==> src/rtl/ram_82s21_pkg.sv <==
// ram_82s21_pkg: shared FSM states and limits for the 82S21 RAM controller.
package ram_82s21_pkg;
  typedef enum logic [3:0] {
    CLR_SETUP, CLR_PULSE, CLR_HOLD, IDLE, RD, RD_CAP, WR_SETUP, WR_PULSE, WR_HOLD
  } state_e;
  localparam int STARVE_MAX = 4;
  localparam int STARVE_W = $clog2(STARVE_MAX + 1);
  localparam int WPULSE_MIN = 1;
  localparam int WPULSE_MAX = 15;
  localparam int CNT_W = $clog2(WPULSE_MAX + 1);
endpackage

==> src/rtl/ram_82s21_ctl_if.sv <==
// ram_82s21_ctl_if: requester handshakes plus 82S21 RAM pins; slave is the controller view.
interface ram_82s21_ctl_if #(
  parameter int ADDR_W = 5,
  parameter int DATA_W = 2
);
  logic              rd_req;
  logic [ADDR_W-1:0] rd_addr;
  logic              rd_ack;
  logic [DATA_W-1:0] rd_data;
  logic              wr_req;
  logic [ADDR_W-1:0] wr_addr;
  logic [DATA_W-1:0] wr_data;
  logic              wr_ack;
  logic              init_done;
  logic [ADDR_W-1:0] ram_a;
  logic [DATA_W-1:0] ram_i;
  logic [DATA_W-1:0] ram_d;
  logic              ram_ce, ram_strobe, ram_wclk_n, ram_we_n;
  modport master (
    output rd_req, rd_addr, wr_req, wr_addr, wr_data, ram_d,
    input  rd_ack, rd_data, wr_ack, init_done, ram_a, ram_i, ram_ce, ram_strobe, ram_wclk_n, ram_we_n
  );
  modport slave (
    input  rd_req, rd_addr, wr_req, wr_addr, wr_data, ram_d,
    output rd_ack, rd_data, wr_ack, init_done, ram_a, ram_i, ram_ce, ram_strobe, ram_wclk_n, ram_we_n
  );
endinterface

==> src/rtl/ram_82s21_wseq.sv <==
// ram_82s21_wseq: counts the WCLK_N low phase of a write; last_o flags the final pulse cycle.
module ram_82s21_wseq
  import ram_82s21_pkg::*;
#(
  parameter int WPULSE = 2
) (
  input  logic clk,
  input  logic reset_n,
  input  logic setup_i,
  input  logic pulse_i,
  output logic last_o
);
  logic [CNT_W-1:0] cnt_q;
  always_ff @(posedge clk or negedge reset_n) begin
    if (!reset_n) cnt_q <= '0;
    else if (setup_i) cnt_q <= CNT_W'(WPULSE - 1);
    else if (pulse_i) cnt_q <= cnt_q - 1'b1;
  end
  assign last_o = cnt_q == '0;
endmodule

==> src/rtl/ram_82s21_ctl.sv <==
// ram_82s21_ctl: read/write arbiter and 82S21 control sequencer.
// Define RAM_CLEAR_EN to zero every RAM word after reset before init_done rises.
module ram_82s21_ctl
  import ram_82s21_pkg::*;
#(
  parameter int ADDR_W = 5,
  parameter int DATA_W = 2,
  parameter int WPULSE = 2
) (
  input logic clk,
  input logic reset_n,
  ram_82s21_ctl_if.slave bus
);
  state_e state_q;
  logic [ADDR_W-1:0] a_q;
  logic [DATA_W-1:0] i_q, rd_data_q;
  logic ce_q, strobe_q, wclk_n_q, we_n_q, rd_ack_q, wr_ack_q;
  logic [STARVE_W-1:0] starve_q;
  logic ready, rd_go, wr_go, last;
`ifdef RAM_CLEAR_EN
  logic init_q;
  assign ready = init_q;
  assign bus.init_done = init_q;
`else
  assign ready = 1'b1;
  assign bus.init_done = 1'b1;
`endif
  // a starved write overrides the default read priority
  assign rd_go = state_q == IDLE && ready && bus.rd_req && !(bus.wr_req && starve_q == STARVE_W'(STARVE_MAX));
  assign wr_go = state_q == IDLE && ready && bus.wr_req && !rd_go;
  ram_82s21_wseq #(.WPULSE(WPULSE)) u_wseq (
    .clk     (clk),
    .reset_n (reset_n),
    .setup_i (state_q inside {WR_SETUP, CLR_SETUP}),
    .pulse_i (state_q inside {WR_PULSE, CLR_PULSE}),
    .last_o  (last)
  );
  always_ff @(posedge clk or negedge reset_n) begin
    if (!reset_n) begin
      state_q <= IDLE;
      a_q <= '0;
      i_q <= '0;
      rd_data_q <= '0;
      ce_q <= 1'b0;
      strobe_q <= 1'b0;
      wclk_n_q <= 1'b1;
      we_n_q <= 1'b1;
      rd_ack_q <= 1'b0;
      wr_ack_q <= 1'b0;
      starve_q <= '0;
`ifdef RAM_CLEAR_EN
      init_q <= 1'b0;
`endif
    end else begin
      rd_ack_q <= 1'b0;
      wr_ack_q <= 1'b0;
      if (!bus.wr_req || wr_go) starve_q <= '0;
      else if (rd_go) starve_q <= starve_q + 1'b1;
      case (state_q)
        IDLE: begin
`ifdef RAM_CLEAR_EN
          if (!init_q) begin
            state_q <= CLR_SETUP;
            a_q <= '0;
            i_q <= '0;
            ce_q <= 1'b1;
          end else
`endif
          if (rd_go) begin
            state_q <= RD;
            a_q <= bus.rd_addr;
            ce_q <= 1'b1;
            strobe_q <= 1'b1;
          end else if (wr_go) begin
            state_q <= WR_SETUP;
            a_q <= bus.wr_addr;
            i_q <= bus.wr_data;
            ce_q <= 1'b1;
            we_n_q <= 1'b0;
          end
        end
        RD: begin
          state_q <= RD_CAP;
          rd_data_q <= bus.ram_d;
          rd_ack_q <= 1'b1;
        end
        RD_CAP: begin
          state_q <= IDLE;
          ce_q <= 1'b0;
          strobe_q <= 1'b0;
        end
        WR_SETUP: begin
          state_q <= WR_PULSE;
          wclk_n_q <= 1'b0;
        end
        WR_PULSE: if (last) begin
          state_q <= WR_HOLD;
          wclk_n_q <= 1'b1;
          wr_ack_q <= 1'b1;
        end
        WR_HOLD: begin
          state_q <= IDLE;
          ce_q <= 1'b0;
          we_n_q <= 1'b1;
        end
`ifdef RAM_CLEAR_EN
        // WE_N drops with WCLK_N so the address may advance between words
        CLR_SETUP: begin
          state_q <= CLR_PULSE;
          wclk_n_q <= 1'b0;
          we_n_q <= 1'b0;
        end
        CLR_PULSE: if (last) begin
          state_q <= CLR_HOLD;
          wclk_n_q <= 1'b1;
        end
        CLR_HOLD: begin
          we_n_q <= 1'b1;
          if (&a_q) begin
            state_q <= IDLE;
            ce_q <= 1'b0;
            init_q <= 1'b1;
          end else begin
            state_q <= CLR_SETUP;
            a_q <= a_q + 1'b1;
          end
        end
`endif
        default: state_q <= IDLE;
      endcase
    end
  end
  assign bus.rd_ack = rd_ack_q;
  assign bus.rd_data = rd_data_q;
  assign bus.wr_ack = wr_ack_q;
  assign bus.ram_a = a_q;
  assign bus.ram_i = i_q;
  assign bus.ram_ce = ce_q;
  assign bus.ram_strobe = strobe_q;
  assign bus.ram_wclk_n = wclk_n_q;
  assign bus.ram_we_n = we_n_q;
endmodule

==> src/flat_wrapper.sv <==
// flat-port wrapper written by rule: the top's interface ports become plain ports
module ram_82s21_ctl_flat import ram_82s21_pkg::*;
#(
  parameter int ADDR_W = 5,
  parameter int DATA_W = 2,
  parameter int WPULSE = 2
)
  (clk, reset_n, bus_rd_req, bus_rd_addr, bus_wr_req, bus_wr_addr, bus_wr_data, bus_ram_d, bus_rd_ack, bus_rd_data, bus_wr_ack, bus_init_done, bus_ram_a, bus_ram_i, bus_ram_ce, bus_ram_strobe, bus_ram_wclk_n, bus_ram_we_n);
  ram_82s21_ctl_if #(.ADDR_W(ADDR_W), .DATA_W(DATA_W)) bus_i ();
  input logic clk;
  input logic reset_n;
  input wire logic [$bits(bus_i.rd_req)-1:0] bus_rd_req;
  input wire logic [$bits(bus_i.rd_addr)-1:0] bus_rd_addr;
  input wire logic [$bits(bus_i.wr_req)-1:0] bus_wr_req;
  input wire logic [$bits(bus_i.wr_addr)-1:0] bus_wr_addr;
  input wire logic [$bits(bus_i.wr_data)-1:0] bus_wr_data;
  input wire logic [$bits(bus_i.ram_d)-1:0] bus_ram_d;
  output wire logic [$bits(bus_i.rd_ack)-1:0] bus_rd_ack;
  output wire logic [$bits(bus_i.rd_data)-1:0] bus_rd_data;
  output wire logic [$bits(bus_i.wr_ack)-1:0] bus_wr_ack;
  output wire logic [$bits(bus_i.init_done)-1:0] bus_init_done;
  output wire logic [$bits(bus_i.ram_a)-1:0] bus_ram_a;
  output wire logic [$bits(bus_i.ram_i)-1:0] bus_ram_i;
  output wire logic [$bits(bus_i.ram_ce)-1:0] bus_ram_ce;
  output wire logic [$bits(bus_i.ram_strobe)-1:0] bus_ram_strobe;
  output wire logic [$bits(bus_i.ram_wclk_n)-1:0] bus_ram_wclk_n;
  output wire logic [$bits(bus_i.ram_we_n)-1:0] bus_ram_we_n;
  assign bus_i.rd_req = bus_rd_req;
  assign bus_i.rd_addr = bus_rd_addr;
  assign bus_i.wr_req = bus_wr_req;
  assign bus_i.wr_addr = bus_wr_addr;
  assign bus_i.wr_data = bus_wr_data;
  assign bus_i.ram_d = bus_ram_d;
  assign bus_rd_ack = bus_i.rd_ack;
  assign bus_rd_data = bus_i.rd_data;
  assign bus_wr_ack = bus_i.wr_ack;
  assign bus_init_done = bus_i.init_done;
  assign bus_ram_a = bus_i.ram_a;
  assign bus_ram_i = bus_i.ram_i;
  assign bus_ram_ce = bus_i.ram_ce;
  assign bus_ram_strobe = bus_i.ram_strobe;
  assign bus_ram_wclk_n = bus_i.ram_wclk_n;
  assign bus_ram_we_n = bus_i.ram_we_n;
  ram_82s21_ctl #(.ADDR_W(ADDR_W), .DATA_W(DATA_W), .WPULSE(WPULSE)) u_core (.clk(clk), .reset_n(reset_n), .bus(bus_i));
endmodule
==> config.mk <==
export PLATFORM = sky130hd
export DESIGN_NAME = ram_82s21_ctl_flat
export DESIGN_NICKNAME = d
export VERILOG_FILES = /design/src/rtl/ram_82s21_pkg.sv /design/src/rtl/ram_82s21_ctl_if.sv /design/src/rtl/ram_82s21_wseq.sv /design/src/rtl/ram_82s21_ctl.sv /design/src/flat_wrapper.sv
export SDC_FILE = /design/constraint.sdc
export NUM_CORES = 1
export LEC_CHECK = 0
export CAP_MARGIN = 5
export CORE_ASPECT_RATIO = 1.25
export CORE_MARGIN = 5
export CORE_UTILIZATION = 48
export CTS_CLUSTER_SIZE = 8
export DETAILED_ROUTE_END_ITERATION = 8
export GPL_TIMING_DRIVEN = 1
export MAX_ROUTING_LAYER = met4
export PLACE_DENSITY_LB_ADDON = 0.2
export SLEW_MARGIN = 20
export SYNTH_ARGS = -nofsm -noshare
export SYNTH_HDL_FRONTEND = slang
export SYNTH_SLANG_ARGS = --single-unit
==> constraint.sdc <==
create_clock -name clk -period 2.1 [get_ports clk]
set_clock_uncertainty 0.1 [all_clocks]
set_input_delay 0.525 -clock clk [delete_from_list [all_inputs] [get_ports clk]]
set_output_delay 0.525 -clock clk [all_outputs]
set_load 0.05 [all_outputs]
==> summary.md, run 1 <==
| Metric | Value |
|---|---|
| Status | `completed` |
| NumNets Final | `171` |
| CP max stage cell | `dfstp_2` |
| TNS Setup | `0 ps` |
| Mapped Area | `1320 sq um` |
| Core Rows | `21` |
| Chip height | `roughly 69 um` |
| # clock sinks | `26` |
| N_diodes | `0` |
| Crit path DAT | `around 1900 ps` |
| Synth cell types | `40` |
| End of the critical path | `u_core.bus.ram_i[0]` |
| Global route overflow | `0` |
| Synth Instances | `between 100 and 150` |
| Seq/Total Area, Yosys | `around 50%` |
| Kind of critical path | `reg2reg` |
| Vias in the first global route | `1030` |
| Worst Hold Class | `reg2reg` |
| Clk root buf | `clkbuf_4` |
| RR Endpoint | `u_core.bus.ram_i[0]` |
| Routed len/inst | `~14 um` |
| Syn nets | `~140` |
| CTS tree | `done` |
| Die Wd | `56.8 um` |
| Pleak | `0.000699 uW` |
| Max-capacitance violation count | `0` |
| Gp weighted congestion | `0.755` |
| Share of the synthesized area in the top cell type | `41.8%` |
| Die area | `3900 sq um` |
| PD cells | `1490 nW/um^2` |
| R2R Setup Slk | `~370 ps` |
| Hold Path Depth | `1` |
| Post-CTS sizing | `0` |
| Sequential Power Share | `37.3%` |
| Top cells by area, synth | `dfrtp_1 42%, dfstp_2 8.0%, o221a_1 4.3%` |
| Seq cells post-synth | `26` |
| I/O Pins | `34` |
| Yosys warnings | `0` |
| Final WL | `2.62 mm` |
| Critical Path Max Stage Delay | `720 ps` |
| Layout Cells excl Fill | `183` |
| Buf+Inv Stages, Crit Path | `0` |
| PortBufs | `32` |
| CTS Buffer Depth | `2` |
| Synth area leader | `dfrtp_1` |
| P_int | `1310 uW` |
| Largest net degree at the start of global routing | `27` |
| Delay-heaviest family, CP | `flip-flops` |
| Skew-Pair Late Insertion Delay | `320 ps` |
| Cts bufs inserted | `3` |
| Final ANT Viol Nets | `0` |
| Worst reg2reg path depth | `3` |
| Via count | `1018` |
| Area grow syn2layout | `24.5%` |
| Max FO, Critical Path | `14` |
| Starting DRT DRC Count | `20` |
| Clock network power share | `8.9%` |
| Syn avg cell area | `about 11 sq um` |
| Pre-antenna DRT Iters | `4` |
| Critical Path Source Type | `flop` |
| Critical path launch point | `u_core.state_q[0]` |
| Hold buffers post-CTS | `0` |
| CP required | `approximately 2200 ps` |
| CTS clock-pin slew for the worst setup and hold paths | `140 ps` |
| Antenna violations before repair | `0` |
| Switching fraction of total power | `46.3%` |
| Finish-stage setup viols | `0` |
| Remaining DRCs | `0` |
| First-pass GRT wire length | `4.38 mm` |
| CP cell instances | `and4bb_4 -> nand3_4 -> mux2_4` |
| Fin crit share | `82.3%` |
| Tot GR Track Use | `15.1%` |
| # H-tree levels | `1` |
| Most common cell after layout, fill and taps aside | `dfrtp_1` |
| Min Clock Period, post-route | `1730 ps` |
| Comb power frac | `a little over half` |
| Hold Fails Final Rpt | `0` |
| Dpl hpwl | `1.97 mm` |
| Max VDD drop | `roughly 0.92 mV` |
| Switching Power | `1130 uW` |
| Commonest non-fill, non-tap cells in the layout | `22 x dfrtp_1, 17 x clkdlybuf4s50_1, 17 x buf_4, 8 x inv_1, 6 x nor2_1` |
| Final Slew Violations | `0` |
| Worst Setup End Kind | `flop` |
| Placed insts | `179` |
| RSZ-0062 raised after global routing | `false` |
| Min Hold Slack | `426 ps` |
| Share of cells above drive strength 1 | `24.2%` |
| Worst r2r src | `u_core.state_q[0]` |
| Vias per inst | `approximately 5.6` |
| Max Clk Rate | `579 MHz` |
| Setup repair bufs after CTS | `0` |
| Critical Path Stages | `3` |
| Starting Density | `49.6%` |
| Core Region | `roughly 2700 sq um` |
-- worst reg2reg max path, stage by stage (launching register included) --
cell,delay (ps)
dfstp_2,720
and4bb_4,340
nand3_4,150
mux2_4,330
-- worst min path at each step --
stage	startpoint	end	slack (ps)
3_3_place_gp	u_core.bus.rd_data[1]	u_core.bus.rd_data[1]	390
2_1_floorplan	reset_n	u_core.bus.ram_a[0]	130
4_1_cts	u_core.bus.ram_wclk_n	u_core.bus.ram_wclk_n	430
3_5_place_dp	u_core.bus.ram_i[0]	u_core.bus.ram_i[0]	400
5_1_grt	u_core.bus.ram_wclk_n	u_core.bus.ram_wclk_n	440
6_report	u_core.bus.rd_data[1]	u_core.bus.rd_data[1]	430
-- power groups by stage --
| stage | clock (uW) | combinational [uW] | sequential, uW |
|---|---|---|---|
| global route | 246 | 1420 | 944 |
| floorplan | 0 | 663 | 1240 |
| detailed placement | 0 | 1340 | 914 |
| finish | 218 | 1320 | 911 |
| CTS | 224 | 1330 | 910 |
| global placement | 0 | 1300 | 913 |
-- flip-flops by register name, indices dropped and copies added (netlist names), 2 cells and up --
| name | flops |
|---|---|
| u_core.bus.ram_a | 5 |
| u_core.starve_q | 3 |
| u_core.state_q | 4 |
| u_core.bus.ram_i | 2 |
| u_core.bus.rd_data | 2 |
| u_core.u_wseq.cnt_q | 4 |
-- layout make-up --
type | count | area (sq um)
inverter | 9 | 33.8
fill | 217 | 1010
sequential | 26 | 656
timing repair buffer | 34 | 298
multi-input combinational | 76 | 583
clock buffer | 4 | 26.3
tap | 34 | 42.5
-- cell families after synthesis --
group / synth area share (%)
flops: 49.8
compound gates: 16.1
fa+ha+maj: 2.85
buf+inv: 5.89
simple gates: 19.0
mux: 4.85
other cells: 0.285
xor+xnor: 1.24
-- through the flow --
stage               worst slack, ps  total power, uW  util [%]  cell area, sq um
detailed placement              120             2250      60.8              1610
global placement                178             2210      60.8              1610
global route                    282             2620      61.8              1640
finish                          373             2450      61.8              1640
CTS                             371             2470      61.8              1640
floorplan                       515             1900         -              1320
-- cells in the mapped netlist --
library cell and n:
or4_1 2, o221a_1 5, or3_1 1, a21oi_1 3, o21ai_1 2, a32o_1 1, nor3b_1 2, nand3_2 1
o22a_1 1, mux2_4 2, or3b_1 2, buf_2 2, nand4b_1 1, inv_1 8, and4bb_4 1, nor3_1 5
nand3_1 5, nand3_4 1, clkbuf_1 2, dfstp_2 4, nand2_1 4, a31oi_1 1, nand2b_1 2, mux2_2 3
ha_1 3, nand4bb_1 1, a21bo_2 1, inv_2 1, nor3_2 1, nand3b_1 3, o21bai_1 5, o21a_1 2
o41ai_1 2, buf_4 2, dfrtp_1 22, o21ai_0 5, xor2_2 1, buf_6 1, nor2_1 6, conb_1 1
-- metal layers --
metal	track usage [%]	wire [um]	vias up
met3	2.79	130	6
met2	25.3	1340	32
li1	-	-	488
met5	-	0	-
met4	7.25	46	0
met1	17.7	1110	492
Power figures use the tool's default switching activity.
==> inputs of run 2 (changes only) <==
clock period = 1.8 ns   (was 2.1 ns; I/O delays follow)
==> run 2 against run 1 <==
- flip-flop and latch count unchanged
- clock power increased by 87%
- worst setup slack worse by 230 ps
- combinational power increased by 38%
- hold slack got worse by 55 ps
- critical path depth grew 1
- first-iteration DRC count down 10%
- cell count grew 3.8%
- fmax rose by 4.2%
- critical path type unchanged
- highest routed layer unchanged
==> summary.md, run 2 (same netlist as run 1, synthesis figures left out) <==
| Metric | Value |
|---|---|
| Status | `completed` |
| Core Region | `between 2000 and 3000 sq um` |
| Routed len/inst | `approximately 15 um` |
| Clock network power share | `12.3%` |
| Remaining DRCs | `0` |
| Antenna violations before repair | `0` |
| Critical Path Max Stage Delay | `640 ps` |
| Chip height | `68.5 um` |
| RSZ-0062 raised after global routing | `false` |
| Final WL | `roughly 2.9 mm` |
| Total power | `3310 uW` |
| Critical Path Source Type | `flop` |
| Worst Setup End Kind | `flop` |
| Max-capacitance violation count | `0` |
| Core Rows | `21` |
| Placed insts | `186` |
| First-pass GRT wire length | `4.93 mm` |
| Area grow syn2layout | `38.1%` |
| Max FO, Critical Path | `8` |
| Die area | `3900 sq um` |
| Via count | `1052` |
| Vias in the first global route | `1088` |
| Most common cell after layout, fill and taps aside | `dfrtp_1` |
| Share of cells above drive strength 1 | `28.2%` |
| Sequential Power Share | `32.7%` |
| Global route overflow | `0` |
| PD cells | `1820 nW/um^2` |
| Pre-antenna DRT Iters | `4` |
| Fin crit share | `92.1%` |
| Layout Cells excl Fill | `190` |
| Max VDD drop | `1.09 mV` |
| Switching fraction of total power | `42.7%` |
| Top layer in use | `met4` |
| Final Util | `68.5%` |
| # H-tree levels | `1` |
| Crit path DAT | `~1800 ps` |
| FF/Latch Area | `656 sq um` |
| Worst Hold Class | `in2async` |
| Comb power frac | `between 50% and 60%` |
| Commonest non-fill, non-tap cells in the layout | `22 x dfrtp_1, 17 x clkdlybuf4s50_1, 16 x buf_4, 8 x inv_1, 8 x buf_12` |
| Pleak | `0.000782 uW` |
| NumNets Final | `between 150 and 200` |
| Final Slew Violations | `0` |
| Tot GR Track Use | `17.4%` |
| Starting DRT DRC Count | `18` |
| CTS Buffer Depth | `2` |
| Delay-heaviest family, CP | `flip-flops` |
| Min Clock Period, post-route | `1660 ps` |
| Wire length on met3 | `120 um` |
| Switching Power | `1410 uW` |
| Finish-stage setup viols | `0` |
| Post-CTS sizing | `0` |
| Kind of critical path | `reg2reg` |
| Hold Fails Final Rpt | `0` |
| Placed inst area | `around 1800 sq um` |
| CP max stage cell | `dfstp_2` |
| Final ANT Viol Nets | `0` |
| CP required | `1970 ps` |
| # clock sinks | `26` |
| Multi-input logic area | `about 580 sq um` |
| Post-place setup slack | `-66.6 ps` |
| Wire length on met2 | `1.51 mm` |
| Setup ws final | `143 ps` |
| Dpl hpwl | `2.13 mm` |
| Design area | `1820 sq um` |
| Setup repair bufs after CTS | `0` |
| Met1 Wirelength | `1.18 mm` |
| Buf+Inv Stages, Crit Path | `1` |
| CP cell instances | `and4bb_4 -> nand3_4 -> buf_4 -> a32o_1` |
| Skew-Pair Late Insertion Delay | `between 300 and 400 ps` |
| Cts bufs inserted | `3` |
| Final-layout fill cell count | `209` |
| Hold buffers post-CTS | `0` |
| Die Wd | `56.8 um` |
| PortBufs | `32` |
| Largest net degree at the start of global routing | `27` |
| Starting Density | `49.6%` |
| Vias per inst | `between 5 and 6` |
| Clk root buf | `clkbuf_4` |
| Max reg flops | `5` |
| CTS clock-pin slew for the worst setup and hold paths | `150 ps` |
| Max Clk Rate | `603 MHz` |
| CTS tree | `done` |
| P_int | `1890 uW` |
| N_diodes | `0` |
| I/O Pins | `34` |
| Gp weighted congestion | `0.770` |
[run 2: cell count changes in the layout (fill, tap and decap cells not counted)]
cell	change
buf_4	-1
bufinv_16	+1
buf_12	+8
clkbuf_1	-1
[run 2: final timing paths]
check | start | to | slack, ps | cells past startpoint
max | u_core.state_q[1] | u_core.bus.ram_we_n | 140 | 4
min | reset_n | u_core.starve_q[2] | 370 | 2
max reg2reg | u_core.state_q[1] | u_core.bus.ram_we_n | 140 | 4
min reg2reg | u_core.bus.rd_data[0] | u_core.bus.rd_data[0] | 430 | 1
max in group asynchronous | reset_n | u_core.bus.ram_we_n | 940 | 2
min in group clk | u_core.bus.rd_data[0] | u_core.bus.rd_data[0] | 430 | 1
[run 2: power by group through the flow]
stage                     sequential [uW]  clock, uW  combinational [uW]
after CTS                            1080        413                1830
after detailed placement             1090          0                1830
after global placement               1080          0                1770
final                                1080        408                1820
after global routing                 1120        442                1940
after floorplan                      1450          0                 773
[run 2: area by class of cell]
cell class / instances / share of cell area (%)
clock buffer: 3 / 1.24
tap: 34 / 2.34
timing repair buffer: 41 / 24.8
sequential: 26 / 36.1
clock inverter: 1 / 1.65
multi-input combinational: 76 / 32.1
inverter: 9 / 1.86
[run 2: through the flow]
step           setup TNS (ps)  hold WS [ps]
6_report                    0           371
5_1_grt                     0           376
4_1_cts                     0           373
3_5_place_dp             -132           407
3_3_place_gp            -86.2           390
2_1_floorplan               0          54.4
[run 2: worst reg2reg max path: stages (launching register included)]
cell	delay, ps
dfstp_2	640
and4bb_4	330
nand3_4	150
buf_4	180
a32o_1	200
[run 2: per-layer routing]
layer,track usage [%],vias up
met3,3.54,4
met5,-,-
li1,-,502
met4,8.70,0
met2,29.9,36
met1,19.5,510
==> variant 1: new RTL, config.mk and constraints of run 2 <==
`DATA_W` is set to 2 in 3 places; all go to 4.
--- a/src/rtl/ram_82s21_ctl_if.sv
+++ b/src/rtl/ram_82s21_ctl_if.sv
@@ -3,3 +3,3 @@
   parameter int ADDR_W = 5,
-  parameter int DATA_W = 2
+  parameter int DATA_W = 4
 );
--- a/src/rtl/ram_82s21_ctl.sv
+++ b/src/rtl/ram_82s21_ctl.sv
@@ -6,3 +6,3 @@
   parameter int ADDR_W = 5,
-  parameter int DATA_W = 2,
+  parameter int DATA_W = 4,
   parameter int WPULSE = 2
--- a/src/flat_wrapper.sv
+++ b/src/flat_wrapper.sv
@@ -4,3 +4,3 @@
   parameter int ADDR_W = 5,
-  parameter int DATA_W = 2,
+  parameter int DATA_W = 4,
   parameter int WPULSE = 2
Ports: changed (resized bus_ram_d, bus_ram_i, bus_rd_data and bus_wr_data); port bits go from 34 to 42. The function was not compared with the original's and may differ.
==> variant 1 against run 2 <==
Synthesized area is 13% higher. Utilization grew 2.2 points. Global-route usage is 0.081 points higher. Cell area grew 16%. Count of clock-buffer cells in the layout grew 4. Wire length is 12% higher. Sequential power grew 17%. Worst setup slack better by 0.0045 ns. Clock power up 4%. Via count increased by 10%. Sequential cell count rose by 4. Power grew 22%. Non-clock buffer count rose by 7. Largest cell class unchanged.
==> variant 1: results (changes against run 2) <==
outcome:
  status: "complete, no violations"
setup_path:
  cp_slowest_cell: "dfstp_2"
  reg2reg_depth: 3  # -1
  cpLargestDelayFamily: "flip-flops"
  cp-start-kind: "flop"
  critPathArrivalTime_ns: 1.78  # -0.05 ns
  max_stage_delay_ns: 0.62  # -0.02 ns
  r2r_start: "u_core.state_q[1]"
  critPathMaxFanout: 10  # +2
  r2r_slack_ns: 0.15
  endpoint: "u_core.bus.ram_i[1]"
yosys:
  ys_types: 40  # unchanged
  synthTopCellsByArea: "dfrtp_1 44%, dfstp_2 7.1%, mux2_4 4.0%"
  synth_flop_cell: "dfrtp_1"
  yosysWarnings: 0  # unchanged
  synth_commonest_cells: "26 x dfrtp_1, 9 x inv_1, 9 x o21ai_0"
  synthesis.nets: 155  # +12%
  yosysSeqAreaShare_pct: 50.9  # +1.1 points
  syn_inst: 130  # +10%
  synthArstFlopShare_pct: 100  # unchanged
global_route:
  antenna_found_initial: 0  # unchanged
  grt_pass1_wl_mm: 5.56  # +13%
  grt_max_degree: 31  # +15%
  track_usage_pct: 17.5  # +0.081 points
power:
  ir_worst_vdd_mv: 1.44  # +32%
  p_switching_mw: 1.76  # +25%
  power_leakage_nw: 0.933  # +19%
finish:
  drive_gt1_share_pct: 34.3  # +6.1 points
  nets: 202  # +13%
  diodes: 0  # unchanged
routing:
  dr.pass1.iters: 4  # unchanged
  drt-total-wl_mm: 3.22  # +12%
  vias: 1159  # +10%
  drt_iter0_drc: 39  # +21
  wl_per_cell_um: 15.1  # -0.36%
clock_network:
  numCtsBuffers: 5  # +2
  clk_latency_ns: 0.33  # about the same
  postCtsSetupRepairBufs: 0  # unchanged
  clk_pin_slew_ns: 0.10  # -0.05 ns
  htreeDepth: 2  # +1
placement:
  gp_congestion: 0.772  # +0.16%
  port_buffers: 40  # +25%
  dp_hpwl_mm: 2.41  # +13%
  place_inst: 206  # +11%
min_path:
  hp-class: "in2async"
-- variant 1: changes by cell type after synthesis, moves of 3 or more --
cell	delta
nand2_1	+3
dfrtp_1	+4
o221a_1	-5
o221a_2	+5
o21ai_0	+4
-- variant 1: through the flow --
| stage | util, % | setup TNS (ns) | instance area, sq um | setup WS (ns) |
|---|---|---|---|---|
| finish | 70.7 | 0 | 2100 | 0.147 |
| detailed placement | 68.6 | -0.752 | 2040 | -0.0832 |
| CTS | 70.7 | 0 | 2100 | 0.0985 |
| global route | 70.7 | 0 | 2100 | 0.0240 |
| global placement | 68.6 | -0.445 | 2040 | -0.0702 |
| floorplan | - | 0 | 1490 | 0.212 |
-- variant 1: final cells by class --
cell class | instances | area, sq um
Inverter | 9 | 33.8
Fill cell | 222 | 870
Clock buffer | 7 | 55.1
Clock inverter | 1 | 5.00
Multi-Input combinational cell | 83 | 646
Sequential cell | 30 | 756
Timing Repair Buffer | 48 | 563
Tap cell | 36 | 45.0
-- variant 1: what timing repair did --
item,CTS,global route
setup endpoints to repair,0,2
gates resized for setup,0,2
hold buffers,0,0
-- variant 1: kinds of logic after synthesis --
logic type	after synthesis	synth area share [%]
compound gates	30	15.1
xor+xnor	1	0.590
fa+ha+maj	3	2.53
buf+inv	17	5.81
flops	30	50.9
mux	9	7.83
other cells	1	0.252
simple gates	39	17.0
-- variant 1: worst register-to-register path: stages (launching register included) --
cell and delay (ns):
dfstp_2 0.62, and4bb_4 0.32, nand3_4 0.17, mux2_4 0.35
-- variant 1: per-layer routing --
layer	routed length (um)	part of all wire, %	global-route usage [%]	vias to the layer above
li1	-	-	-	563
met1	1330	41	20.9	549
met2	1630	50	27.3	43
met3	215	6.7	5.34	4
met4	49	1.5	6.65	0
met5	0	0	-	-
-- variant 1: how the worst min path moves through the flow --
stage | slack, ns | cells after the start | to | start
floorplan | 0.05 | 0 | u_core.bus.ram_a[0] | reset_n
detailed placement | 0.40 | 1 | u_core.bus.rd_data[1] | u_core.bus.rd_data[1]
global placement | 0.39 | 1 | u_core.bus.rd_data[1] | u_core.bus.rd_data[1]
finish | 0.39 | 2 | u_core.u_wseq.cnt_q[2] | reset_n
CTS | 0.40 | 2 | u_core.u_wseq.cnt_q[2] | reset_n
global route | 0.41 | 2 | u_core.u_wseq.cnt_q[2] | reset_n
-- variant 1: power groups by stage --
stage / logic [mW] / registers (mW) / clock network (mW)
floorplan: 0.927 / 1.78 / 0
global placement: 2.28 / 1.26 / 0
detailed placement: 2.35 / 1.26 / 0
CTS: 2.35 / 1.26 / 0.431
global route: 2.51 / 1.31 / 0.462
finish: 2.34 / 1.26 / 0.425
==> variant 2: new RTL, flow settings as in run 2 <==
Made on the original files. Make the reset (`reset_n`) synchronous in 2 clocked blocks.
--- a/src/rtl/ram_82s21_wseq.sv
+++ b/src/rtl/ram_82s21_wseq.sv
@@ -13,3 +13,3 @@
   logic [CNT_W-1:0] cnt_q;
-  always_ff @(posedge clk or negedge reset_n) begin
+  always_ff @(posedge clk) begin
     if (!reset_n) cnt_q <= '0;
--- a/src/rtl/ram_82s21_ctl.sv
+++ b/src/rtl/ram_82s21_ctl.sv
@@ -37,3 +37,3 @@
   );
-  always_ff @(posedge clk or negedge reset_n) begin
+  always_ff @(posedge clk) begin
     if (!reset_n) begin
Behaviour: differs if reset_n is asserted again (counterexample within 4 cycles, from zero or initial values and one cycle with reset_n low); with reset_n held inactive, the same outputs for 10 cycles.
==> variant 2 against run 2 <==
Power down 15%. Wire length down 2.3%. Sequential share of layout area fell by 5.5 points. Critical path type unchanged. Global-route usage shrank 0.42 points. Cell area fell by 6.5%. Largest power group unchanged. Worst setup slack better by 0.021 ns. Final cell count increased by 11%. Sequential cell count stayed put. Non-clock buffer count increased by 3. Synthesized area decreased by 5.6%.
==> variant 2: results (changes against run 2) <==
outcome:
  status: "complete, no violations"
placement:
  place_ws_ns: -0.141  # -0.0741 ns
  place_inst: 206  # +11%
  gp_congestion: 0.820  # +6.5%
  place_area_sq_mm: 0.00164  # -7.1%
  dp_hpwl_mm: 2.18  # +2.3%
power:
  power_leakage_nw: 0.699  # -11%
  ir_worst_vdd_mv: 1.19  # +8.3%
setup_path:
  critPathMaxFanout: 8  # unchanged
  r2r_slack_ns: 0.16  # +0.02 ns
  reg2reg_depth: 5  # +1
  cp-startpoint: "u_core.state_q[2]"
  critPathArrivalTime_ns: 1.78  # -0.05 ns
  r2r_end: "u_core.bus.ram_i[1]"
global_route:
  grt_pass1_wl_mm: 4.89  # -0.97%
  grt_pass1_vias: 1120  # +2.9%
  track_usage_pct: 17.0  # -0.42 points
  grt_max_degree: 24  # -11%
  antenna_found_initial: 0  # unchanged
min_path:
  min_to: "u_core.bus.ram_i[0]"
  hold_depth: 2
  hp-class: "reg2reg"
routing:
  drt_iter0_drc: 9  # -9
  vias_per_cell: 5.39  # -2.6%
  dr.pass1.iters: 4  # unchanged
  vias: 1132  # +7.6%
  drt-total-wl_mm: 2.81  # -2.3%
yosys:
  synth_commonest_cells: "26 x dfxtp_1, 12 x a21oi_1, 11 x nand2_1"
  post-synth-top-area-cell: "dfxtp_1"
  synthesis.nets: 161  # +16%
  synthTopCellsByArea: "dfxtp_1 42%, mux2i_1 5.6%, a21oi_1 4.8%"
  syn_inst: 140  # +19%
  ys_types: 41  # +2.5%
  synthArstFlopShare_pct: 0  # -100 points
  yosysSeqAreaShare_pct: 41.9  # -7.9 points
clock_network:
  postCtsSetupRepairBufs: 0  # unchanged
  cts.repair.resized: 0  # unchanged
  cts_root_buf: "clkbuf_4"
  numCtsBuffers: 3  # unchanged
finish:
  nets: 199  # +12%
  drive_gt1_share_pct: 21.5  # -6.7 points
floorplan:
  core-area_sq_mm: 0.00245  # -7.6%
## variant 2: cell count changes in the layout (fill, tap and decap cells not counted), sizes merged, moves of 4 or more
cell           run 2  this run
mux2               5         1
dfxtp              0        26
dfrtp             22         0
nand2              4        11
mux2i              0         7
o21bai             5         0
dfstp              4         0
a21oi              3        12
## variant 2: cell families after synthesis
family | share of synthesized area, %
xor gates and xnor gates | 0.705
AOI/OAI and AO/OA | 18.1
muxes | 6.55
other | 0.302
adders and majority gates | 3.02
DFF | 41.9
and+or+nand+nor | 22.0
buffers and inverters | 7.45
## variant 2: cell type report
class	instances	area, sq um
Sequential cell	26	520
Fill cell	219	752
Multi-Input combinational cell	96	637
Timing Repair Buffer	44	423
Tap cell	33	41.3
Clock buffer	3	22.5
Clock inverter	1	30.0
Inverter	7	26.3
## variant 2: worst max-delay path: stages, from the launching register on
cell and delay, ns:
dfxtp_1 0.41, nand4bb_2 0.39, a211oi_2 0.33, buf_4 0.17, nand3_1 0.07, o21ai_1 0.09
## variant 2: per-layer routing
| layer | global-route usage, % | vias up | routed length [um] | share of wire [%] |
|---|---|---|---|---|
| met4 | 5.47 | 0 | 21 | 0.75 |
| met5 | - | - | 0 | 0 |
| met1 | 18.5 | 528 | 1200 | 43 |
| li1 | - | 572 | - | - |
| met3 | 4.26 | 2 | 171 | 6.1 |
| met2 | 30.3 | 30 | 1420 | 50 |
## variant 2: power by group
group	leakage, nW	internal [mW]	switching [mW]
clock	0.0279	0.225	0.171
sequential	0.213	0.747	0.150
combinational	0.457	0.605	0.899
## variant 2: worst max-delay path by stage
stage	slack, ns	to
4_1_cts	0.04	u_core.bus.ram_i[1]
5_1_grt	0.04	u_core.bus.ram_i[1]
3_3_place_gp	-0.1	u_core.starve_q[0]
3_5_place_dp	-0.14	u_core.bus.ram_strobe
6_report	0.16	u_core.bus.ram_i[1]
2_1_floorplan	0.24	u_core.starve_q[0]
## variant 2: stage by stage
step	hold slack, ns	TNS [ns]
finish	0.371	0
global route	0.400	0
CTS	0.377	0
detailed placement	0.356	-1.06
global placement	0.338	-0.638
floorplan	0.344	0
